### src/rtl/systolic_out_drain.sv
// Output drain for the systolic array: captures rows x cols result slices
// (optional ReLU on capture), then streams them row-major over valid/ready.
module systolic_out_drain #(
  parameter int width = 16,
  parameter int rows  = 4,
  parameter int cols  = 4
) (
  input  logic                  clk,
  input  logic                  rst,
  input  logic                  start,
  input  logic                  relu_en,
  input  logic                  cap_en,
  input  logic [cols*width-1:0] outs_array,
  output logic [width-1:0]      out,
  output logic                  out_valid,
  input  logic                  out_ready,
  output logic [7:0]            out_idx,
  output logic                  busy,
  output logic                  done
);

  localparam int RW = (rows > 1) ? $clog2(rows) : 1;
  localparam int NW = rows * cols;

  typedef enum logic [1:0] {
    IDLE,
    CAPTURE,
    DRAIN,
    DONE
  } state_t;

  state_t           state_q, state_d;
  logic [RW-1:0]    row_cnt_q, row_cnt_d;
  logic [7:0]       idx_q, idx_d;
  logic             relu_q, relu_d;
  logic [width-1:0] buf_q [NW];
  logic [width-1:0] buf_d [NW];
  logic [width-1:0] slice;
  logic [width-1:0] rd_word;

  always_comb begin
    state_d   = state_q;
    row_cnt_d = row_cnt_q;
    idx_d     = idx_q;
    relu_d    = relu_q;
    buf_d     = buf_q;
    slice     = '0;
    case (state_q)
      IDLE: begin
        if (start) begin
          state_d   = CAPTURE;
          row_cnt_d = '0;
          idx_d     = '0;
          relu_d    = relu_en;
        end
      end
      CAPTURE: begin
        if (cap_en) begin
          // Constant-index write per (row, col) keeps the row select a plain compare.
          for (int unsigned r = 0; r < rows; r++) begin
            for (int unsigned c = 0; c < cols; c++) begin
              if (row_cnt_q == RW'(r)) begin
                slice = outs_array[c*width +: width];
                buf_d[r*cols + c] = (relu_q && slice[width-1]) ? '0 : slice;
              end
            end
          end
          row_cnt_d = row_cnt_q + 1'b1;
          if (row_cnt_q == RW'(rows - 1)) begin
            state_d = DRAIN;
          end
        end
      end
      DRAIN: begin
        if (out_ready) begin
          idx_d = idx_q + 8'd1;
          if (idx_q == 8'(NW - 1)) begin
            state_d = DONE;
          end
        end
      end
      DONE: begin
        state_d = IDLE;
      end
      default: begin
        state_d = IDLE;
      end
    endcase
  end

  // idx equals row*cols+col, so it addresses the flattened buffer directly.
  always_comb begin
    rd_word = '0;
    for (int unsigned i = 0; i < NW; i++) begin
      if (idx_q == 8'(i)) begin
        rd_word = buf_q[i];
      end
    end
  end

  always_ff @(posedge clk or negedge rst) begin
    if (!rst) begin
      state_q   <= IDLE;
      row_cnt_q <= '0;
      idx_q     <= '0;
      relu_q    <= 1'b0;
      for (int unsigned i = 0; i < NW; i++) begin
        buf_q[i] <= '0;
      end
    end else begin
      state_q   <= state_d;
      row_cnt_q <= row_cnt_d;
      idx_q     <= idx_d;
      relu_q    <= relu_d;
      buf_q     <= buf_d;
    end
  end

  assign out       = rd_word;
  assign out_valid = (state_q == DRAIN);
  assign out_idx   = idx_q;
  assign busy      = (state_q != IDLE);
  assign done      = (state_q == DONE);

endmodule
### config.mk
export PLATFORM = sky130hd
export DESIGN_NAME = systolic_out_drain
export DESIGN_NICKNAME = d
export VERILOG_FILES = /design/src/rtl/systolic_out_drain.sv
export SDC_FILE = /design/constraint.sdc
export NUM_CORES = 1
export LEC_CHECK = 0
export CORE_UTILIZATION = 59
export CTS_CLUSTER_SIZE = 24
export DETAILED_ROUTE_END_ITERATION = 10
export GPL_ROUTABILITY_DRIVEN = 1
export PLACE_DENSITY = 0.88
export SLEW_MARGIN = 25
export SYNTH_ARGS = -nofsm -noshare
export SYNTH_HDL_FRONTEND = slang
export SYNTH_SLANG_ARGS = --single-unit
export TNS_END_PERCENT = 10
### constraint.sdc
create_clock -name clk -period 3.15 [get_ports clk]
set_input_delay 0.63 -clock clk [delete_from_list [all_inputs] [get_ports clk]]
set_output_delay 0.63 -clock clk [all_outputs]
set_load 0.005 [all_outputs]
# After elaboration in Yosys (flattened, before gate mapping)
# Cells that the tools add are included.
# classes
addsub	2
multipliers	0
div	0
n_lt_le_gt_ge	0
eq_ne	26
shift	0
mux	32
n_bitwise	0
reduce_logical	18
# op_table
op	n
16-bit two-way mux	20
8-bit by 4-bit equality test with 1-bit output (second input constant)	8
8-bit by 3-bit equality test with 1-bit output (second input constant)	4
3-bit AND reduction	6
8-bit by 2-bit equality test with 1-bit output (second input constant)	2
8-bit two-way mux	2
8-bit one-hot mux with 2 select lines	1
2-bit two-way mux	7
8-bit by 1-bit adder with 8-bit output (second input constant)	1
2-bit equality test (second input constant)	4
8-bit by 1-bit equality test with 1-bit output (second input constant)	1
8-bit zero test	1
2-bit one-hot mux with 4 select lines	1
2-bit inequality test (second input constant)	3
2-bit nonzero test	3
5-bit AND reduction	1
2-bit by 1-bit equality test with 1-bit output (second input constant)	2
1-bit logical AND	4
2-bit zero test	2
2-bit by 1-bit inequality test with 1-bit output (second input constant)	2
2-bit one-hot mux with 2 select lines	1
2-bit by 1-bit adder with 2-bit output (second input constant)	1
2-bit AND reduction	1
# word_totals
regBits	269
latchBits	0
ram_bits	0
mem_bits_ro	0
output_inout_bits	27
n_memories	0

# Logic depth before layout (Yosys ltp)
# Gate-level depths: netlist (run 1).
# logic_depth
depth_word	17
ltp_mapped	10
mapped_depth_nobuf	8

# Worst setup path before layout (run 1)
# No wires, ideal clock.
# synth_timing
kind	register to output
start	reg idx_q[0] (netlist: out_idx[0])
end	out out[11]
t_arrival_ns	2.138
required_time_ns	2.520
path_slack_ns	0.382
path_stages_with_launch	11
path_buffers	2
cell_sequence	dfrtp_1 > inv_1 > ha_1 > clkbuf_1 > nor2b_1 > clkbuf_1 > a221oi_1 > o32ai_1 > nand3_1 > a32o_1 > a22oi_1
# synth_via
elab_chain_len	17
# synth_rtl
element	line_no	text
start: declaration	34	logic [7:0] idx_q, idx_d;
start signal: assignment	113	idx_q <= idx_d;
8-bit zero test	95	if (idx_q == 8'(i)) begin
16-bit two-way mux (15 in series)	95	
16-bit two-way mux *	95	
end: declaration	14	output logic [width-1:0] out,
# Every way passes the cells marked *; elsewhere a longest branch is shown, timed or not.

# Final worst setup path (run 1)
# layout_timing
start	reg idx_q[1] (netlist: out_idx[1])
end	out out[12]
# The elaborated chain is that of the path after synthesis.

==> results of run 1 <==
-- stage by stage --
step	setup slack [ns]	cell area (µm²)	power [mW]	TNS [ns]	utilization [%]
after floorplan	0.3821	12850	8.600	0	-
after global routing	-0.4602	16710	16.46	-6.112	78.76
after detailed placement	-0.2449	15200	11.98	-2.420	71.62
final	-0.4707	16710	15.86	-5.260	78.76
after CTS	-0.3281	16640	15.42	-4.196	78.41
after global placement	-0.1952	15200	11.74	-2.241	71.62
-- cell usage in the layout, fill, tap and decap left out, types with 7 or more instances in the layout --
master,netlist,layout
nand2_1,374,365
o21ai_0,318,304
dfrtp_1,269,268
buf_4,4,153
clkdlybuf4s50_1,0,79
nor2_1,42,33
a21oi_1,32,28
nand3_1,36,28
clkbuf_16,0,27
buf_12,0,21
buf_6,4,20
o21ai_1,3,17
o22ai_1,22,17
nand2b_1,13,13
a22oi_1,15,13
nor3_1,15,13
a221o_1,13,13
a22o_1,12,12
buf_2,6,12
a221oi_1,14,10
inv_1,12,9
ha_1,13,9
nor2_4,5,8
o211ai_1,8,8
o221ai_1,7,7
a21o_1,7,7
-- cell families after synthesis --
group / count (synthesis) / share of synthesized area (%)
and+or+nand+nor: 523 / 17.61
AOI/OAI and AO/OA: 516 / 24.13
DFF: 269 / 52.37
buffers and inverters: 127 / 4.118
adders and majority gates: 13 / 1.265
xor gates and xnor gates: 5 / 0.3408
muxes: 2 / 0.1655
-- final cells by class --
class / count / area share [%]
Tap cell: 275 / 2.059
Multi-Input combinational cell: 1059 / 35.79
Sequential cell: 269 / 40.29
Clock inverter: 12 / 0.6139
Timing Repair Buffer: 292 / 16.37
Inverter: 13 / 0.3294
Clock buffer: 36 / 4.544
-- registers in the layout, indices dropped and copies added (netlist names) --
name       flops
buf_q        256
out_idx        8
row_cnt_q      2
state_q        2
relu_q         1
-- layer usage --
metal  global-route usage (%)  wire (µm)
met3                    7.927       5462
met1                    60.73      18450
met4                    35.66       4643
met5                        0          0
met2                    75.21      23920
-- what timing repair did --
item,CTS,global route
gates cloned,1,0
pin swaps,39,25
gates resized for setup,153,18
setup endpoints to repair,16,16
setup buffers,31,2
-- path summary, 6_finish.rpt --
path | start | to | slack, ns
worst min register to register | buf_q[166]$_DFFE_PN0P_ | buf_q[166]$_DFFE_PN0P_ | 0.48
worst max register to register | state_q[1]$_DFFE_PN0P_ | buf_q[37]$_DFFE_PN0P_ | 0.99
min in group clk | buf_q[166]$_DFFE_PN0P_ | buf_q[166]$_DFFE_PN0P_ | 0.48
worst max-delay path | out_idx[1]$_DFFE_PN0P_ | out[12] | -0.47
worst min-delay path | rst | buf_q[18]$_DFFE_PN0P_ | 0.1
max in group asynchronous | rst | buf_q[176]$_DFFE_PN0P_ | 2.20
-- power by group through the flow --
| stage | clock network [mW] | logic (mW) | registers, mW |
|---|---|---|---|
| finish | 3.19 | 6.53 | 6.13 |
| global route | 3.29 | 6.97 | 6.19 |
| CTS | 3.16 | 6.23 | 6.03 |
| detailed placement | 0 | 5.94 | 6.04 |
| global placement | 0 | 5.75 | 5.99 |
| floorplan | 0 | 3.15 | 5.45 |
==> impl_metrics.tcl, run 1 <==
set metrics [dict create \
    status "finished, violations left" \
    violations "negative setup slack" \
    syn_nets 1538 \
    cts_hold_buffers 0 \
    grt_pass1_vias 12910 \
    worst_slew_pin_slew_ns 0.6863 \
    die_area_um2 22380 \
    die_h_um 149.6 \
    die_x_um 149.6 \
    syn_inst 1455 \
    grt_pass1_wl_um 77670 \
    layoutNonFillerInstCount 1956 \
    vias 13130 \
    grt_overflow 0 \
    ctsLongestPathBuffers 3 \
    totalWireLength_um 52470 \
    critical_path.slowest_cell "dfrtp_1" \
    cts.htree.levels 1 \
    cp_cell_sequence "buf_6, ha_4, buf_12, buf_12, buf_4, a221o_1, a221oi_2, o21ai_1, a21boi_1, o22ai_2, buf_2" \
    ant_nets 0 \
    async_reset_ff_share_pct 100.0 \
    antenna_cells 0 \
    whs_ns 0.09669 \
    power.density_nw_per_um2 948.7 \
    synth_seq_cells 269 \
    placed_cells 1877 \
    drv_cap 0 \
    synth_top_area_cell "dfrtp_1" \
    switching_share_pct 40.96 \
    viasPerCell 6.711 \
    clock-sinks 269 \
    rsz0062_at_grt "yes" \
    ys_top_cells_by_area "dfrtp_1 (52%), o21ai_0 (12%), nand2_1 (11%)" \
    path_depth 11 \
    synth_edf_count 0 \
    grt_antenna_before_repair 1 \
    critPathLaunchType "flop" \
    coreArea_um2 21220 \
    internal_power_mw 9.360 \
    p_leak_nw 7.630 \
    clk_latency_ns 0.55 \
    finalHoldViolations 0 \
    numCtsBuffers 27 \
    setup_violations 16 \
    critPathMaxFanout 11 \
    ys_seq_area_share_pct 52.37 \
    skew_ns 0.01373 \
    combPwrFrac_pct 41.2 \
    max-slew-margin-rel_pct 54.25 \
    io_buffers 96 \
    place.gp.congestion 1.042 \
    worst_ep_required_time_ns 2.52 \
    peakVddDrop_mv 0.7484 \
    yosys_most_used_dff "dfrtp_1" \
    seq_area_um2 6733 \
    initial_utilization_pct 60.57 \
    grt_max_degree 129 \
    multiInputGateArea_um2 5982 \
    grt_use_total_pct 48.17 \
    hp-class "in -> async" \
    yosys_warnings 0 \
    syn-cell-area_um2 12850 \
    reg2reg_depth 6 \
    max_freq_ghz 0.2762 \
    io_pins 97 \
    avgRoutedWirePerCell_um 26.83 \
    synth_top_area_share_pct 52.37 \
    setup_ws_ns -0.4707 \
    path_buf_inv 5 \
    row_count 53 \
    drive_gt1_share_pct 19.93 \
    nFillCells 1310 \
    clkTransAtPathRegs_ns 0.07 \
    drtIter0Drc 1499 \
    root_buffer "clkbuf_16" \
    synth.avg_cell_area_um2 8.834 \
    p_seq_share_pct 38.7 \
    min_period_ns 3.621 \
    route.detailed.drc 0 \
    path_class "reg -> out" \
    finalMaxSlewViolations 0 \
    synth_common_cells "nand2_1 (374), o21ai_0 (318), dfrtp_1 (269)" \
    synth.distinct_cells 72 \
    crit_path_end_kind "output port" \
    post-synth-top-count-cell "nand2_1" \
    dpl.hpwl_um 36750 \
    p_sw_mw 6.495 \
    fin_crit_sh_pct 114.9 \
    cp_top_family "compound AO/OA/AOI/OAI gates" \
    crit_path_frequent_cell "buf_12" \
    slowest_delay_ns 0.41 \
    cts_tree "done" \
    cp.arrival_ns 2.99 \
    p_clk_share_pct 20.1 \
    area_growth_pct 30.02 \
    drt_pre_antenna_iters 7 \
    nNetsFinal 1745 \
]
Note: power is estimated with default switching activity, not from simulation.
==> inputs of run 2 (changes only) <==
--- a/config.mk
+++ b/config.mk
@@ -5,11 +5,13 @@
 export SDC_FILE = /design/constraint.sdc
 export NUM_CORES = 1
 export LEC_CHECK = 0
-export CORE_UTILIZATION = 59
+export CORE_UTILIZATION = 53
 export CTS_CLUSTER_SIZE = 24
 export DETAILED_ROUTE_END_ITERATION = 10
 export GPL_ROUTABILITY_DRIVEN = 1
-export PLACE_DENSITY = 0.88
+export GPL_TIMING_DRIVEN = 0
+export PLACE_DENSITY = 0.84
+export REMOVE_ABC_BUFFERS = 1
 export SLEW_MARGIN = 25
 export SYNTH_ARGS = -nofsm -noshare
 export SYNTH_HDL_FRONTEND = slang
==> constraint.sdc (replaced) <==
create_clock -name clk -period 3.3 [get_ports clk]
set_input_delay 0.66 -clock clk [delete_from_list [all_inputs] [get_ports clk]]
set_output_delay 0.66 -clock clk [all_outputs]
set_load 0.005 [all_outputs]
==> run 2 against run 1 <==
Effect of this change: the run still ends with negative setup slack left; critical path type unchanged; utilization shrank 7.9 points; combinational power shrank 2%; highest routed layer is now met5; first-iteration DRC count grew 76%; worst hold slack gained 0.38 ns; cell count shrank 0.61%; register-to-register slack lost 0.82 ns.
==> impl_metrics.tcl, run 2 (synthesized netlist as in run 1, its figures left out) <==
set metrics [dict create \
    status "finished, violations left" \
    violations "negative setup slack" \
    coreArea_um2 23610 \
    final_area_um2 16730 \
    final_util_pct 70.85 \
    die_x_um 157.7 \
    skew_ns 0.02640 \
    io_pins 97 \
    viasPerCell 7.095 \
    peakVddDrop_mv 0.5100 \
    max_freq_ghz 0.2541 \
    drtIter0Drc 2631 \
    setup_violations 16 \
    cts_tree "done" \
    ff2ff_setup_slack_ns 0.17 \
    totalWireLength_um 53620 \
    ant_nets 0 \
    avgRoutedWirePerCell_um 27.58 \
    p_leak_nw 7.503 \
    grt_overflow 0 \
    grt_antenna_before_repair 1 \
    drv_cap 0 \
    io_buffers 96 \
    min_from "buf_q[138]$_DFFE_PN0P_" \
    timing.rr.end "buf_q[110]$_DFFE_PN0P_" \
    die_h_um 157.7 \
    hp-class "reg -> reg" \
    initial_utilization_pct 54.44 \
    post_dp_cell_area_um2 14170 \
    finalMaxSlewViolations 0 \
    worst_ep_required_time_ns 2.64 \
    critPathMaxFanout 8 \
    largest_reg_flops 256 \
    area_growth_pct 30.15 \
    place.gp.congestion 0.8997 \
    grt_pass1_vias 13660 \
    power.density_nw_per_um2 925.4 \
    crit_path_end_kind "output port" \
    finalHoldViolations 0 \
    max-slew-margin-rel_pct 20.57 \
    hold_path_depth 2 \
    cts.htree.levels 1 \
    route.detailed.drc 0 \
    fin_crit_sh_pct 119.3 \
    drive_gt1_share_pct 19.14 \
    clock-sinks 269 \
    path_class "reg -> out" \
    final_common_cell "nand2_1" \
    top_register "buf_q" \
    grt_pass1_wl_um 78090 \
    power_mw 15.48 \
    die_area_um2 24880 \
    min_period_ns 3.936 \
    grt_use_total_pct 42.73 \
    ctsLongestPathBuffers 3 \
    clkTransAtPathRegs_ns 0.06 \
    hold_end "buf_q[138]$_DFFE_PN0P_" \
    row_count 56 \
    dpl.hpwl_um 25750 \
    cp.arrival_ns 3.28 \
    worst_slew_pin_slew_ns 1.189 \
    nFillCells 1594 \
    setup_ws_ns -0.6361 \
    root_buffer "clkbuf_16" \
    placed_cells 1773 \
    clk_latency_ns 0.58 \
    r2r_start "state_q[1]$_DFFE_PN0P_" \
    drt_pre_antenna_iters 9 \
    numCtsBuffers 29 \
    reg2reg_depth 6 \
    grt_max_degree 87 \
    layoutNonFillerInstCount 1944 \
    final_cell_mix "nand2_1 (359), o21ai_0 (302), dfrtp_1 (263), buf_4 (80), clkdlybuf4s50_1 (79)" \
    rsz0062_at_grt "yes" \
    tns_ns -6.682 \
    antenna_cells 0 \
    critPathLaunchType "flop" \
    vias 13790 \
    nNetsFinal 1685 \
]
==> run 2: cell count changes in the layout (fill, tap and decap cells not counted), sizes merged <==
cell           before  now
inv                12   11
dlygate4sd3         0    1
buf               209  147
clkinvlp            5    4
clkdlybuf4s15       1    0
bufinv              1    2
clkbuf             37   44
dlygate4sd2         2    0
nor2               48   49
clkinv              7    8
==> run 2: what timing repair did <==
action | CTS | global route
endpoints found under the setup margin | 16 | 16
setup buffers | 102 | 10
hold buffers | 1 | 0
endpoints found under the hold margin | 17 | 0
pin swaps | 55 | 32
gates cloned | 4 | 0
gates resized for setup | 195 | 37
==> run 2: worst max-delay path by stage <==
stage	from	endpoint	slack [ns]	cells after the start
4_1_cts	out_idx[5]$_DFFE_PN0P_	out[13]	-0.33	10
3_3_place_gp	rst	buf_q[8]$_DFFE_PN0P_	-9.68	1
5_1_grt	out_idx[0]$_DFFE_PN0P_	out[3]	-0.80	9
6_report	out_idx[7]$_DFFE_PN0P_	out[3]	-0.64	9
3_5_place_dp	out_idx[2]$_DFFE_PN0P_	out[11]	-1.49	7
2_1_floorplan	out_idx[5]$_DFFE_PN0P_	out[7]	-0.21	6
==> run 2: per-stage QoR <==
stage / hold slack [ns] / setup WS, ns
after floorplan: 0.3644 / -0.2074
after global placement: 0.4551 / -9.675
after detailed placement: 0.4633 / -1.492
after CTS: 0.4769 / -0.3340
after global routing: 0.4967 / -0.8049
final: 0.4763 / -0.6361
==> run 2: per-layer routing <==
| metal | GRT usage [%] | share of wire (%) |
|---|---|---|
| met1 | 49.03 | 32 |
| met2 | 61.40 | 41 |
| met3 | 20.07 | 16 |
| met4 | 33.47 | 11 |
| met5 | 0 | 0.12 |
==> run 2: layout make-up <==
class | count | area (µm²) | area share [%]
Inverter | 13 | 60.06 | 0.3590
Clock inverter | 11 | 111.4 | 0.6657
Tap cell | 319 | 399.1 | 2.386
Sequential cell | 269 | 6744 | 40.31
Clock buffer | 43 | 878.3 | 5.251
Timing Repair inverter | 1 | 7.507 | 0.04488
Multi-Input combinational cell | 1060 | 6177 | 36.93
Timing Repair Buffer | 228 | 2351 | 14.05
==> run 2: where the power goes <==
group          leakage (nW)  switching [mW]  internal (mW)
combinational          3.50            3.95           2.47
sequential             3.51           0.991           4.63
clock                 0.494            1.45           1.99
==> run 2: worst max-delay path: stages (launching register included) <==
cell      delay [ns]
dfrtp_2         0.44
or4_4           0.66
buf_8           0.19
nor2_4          0.20
buf_6           0.15
a221oi_1        0.08
a211oi_2        0.30
a311oi_2        0.11
o221ai_2        0.37
buf_2           0.18
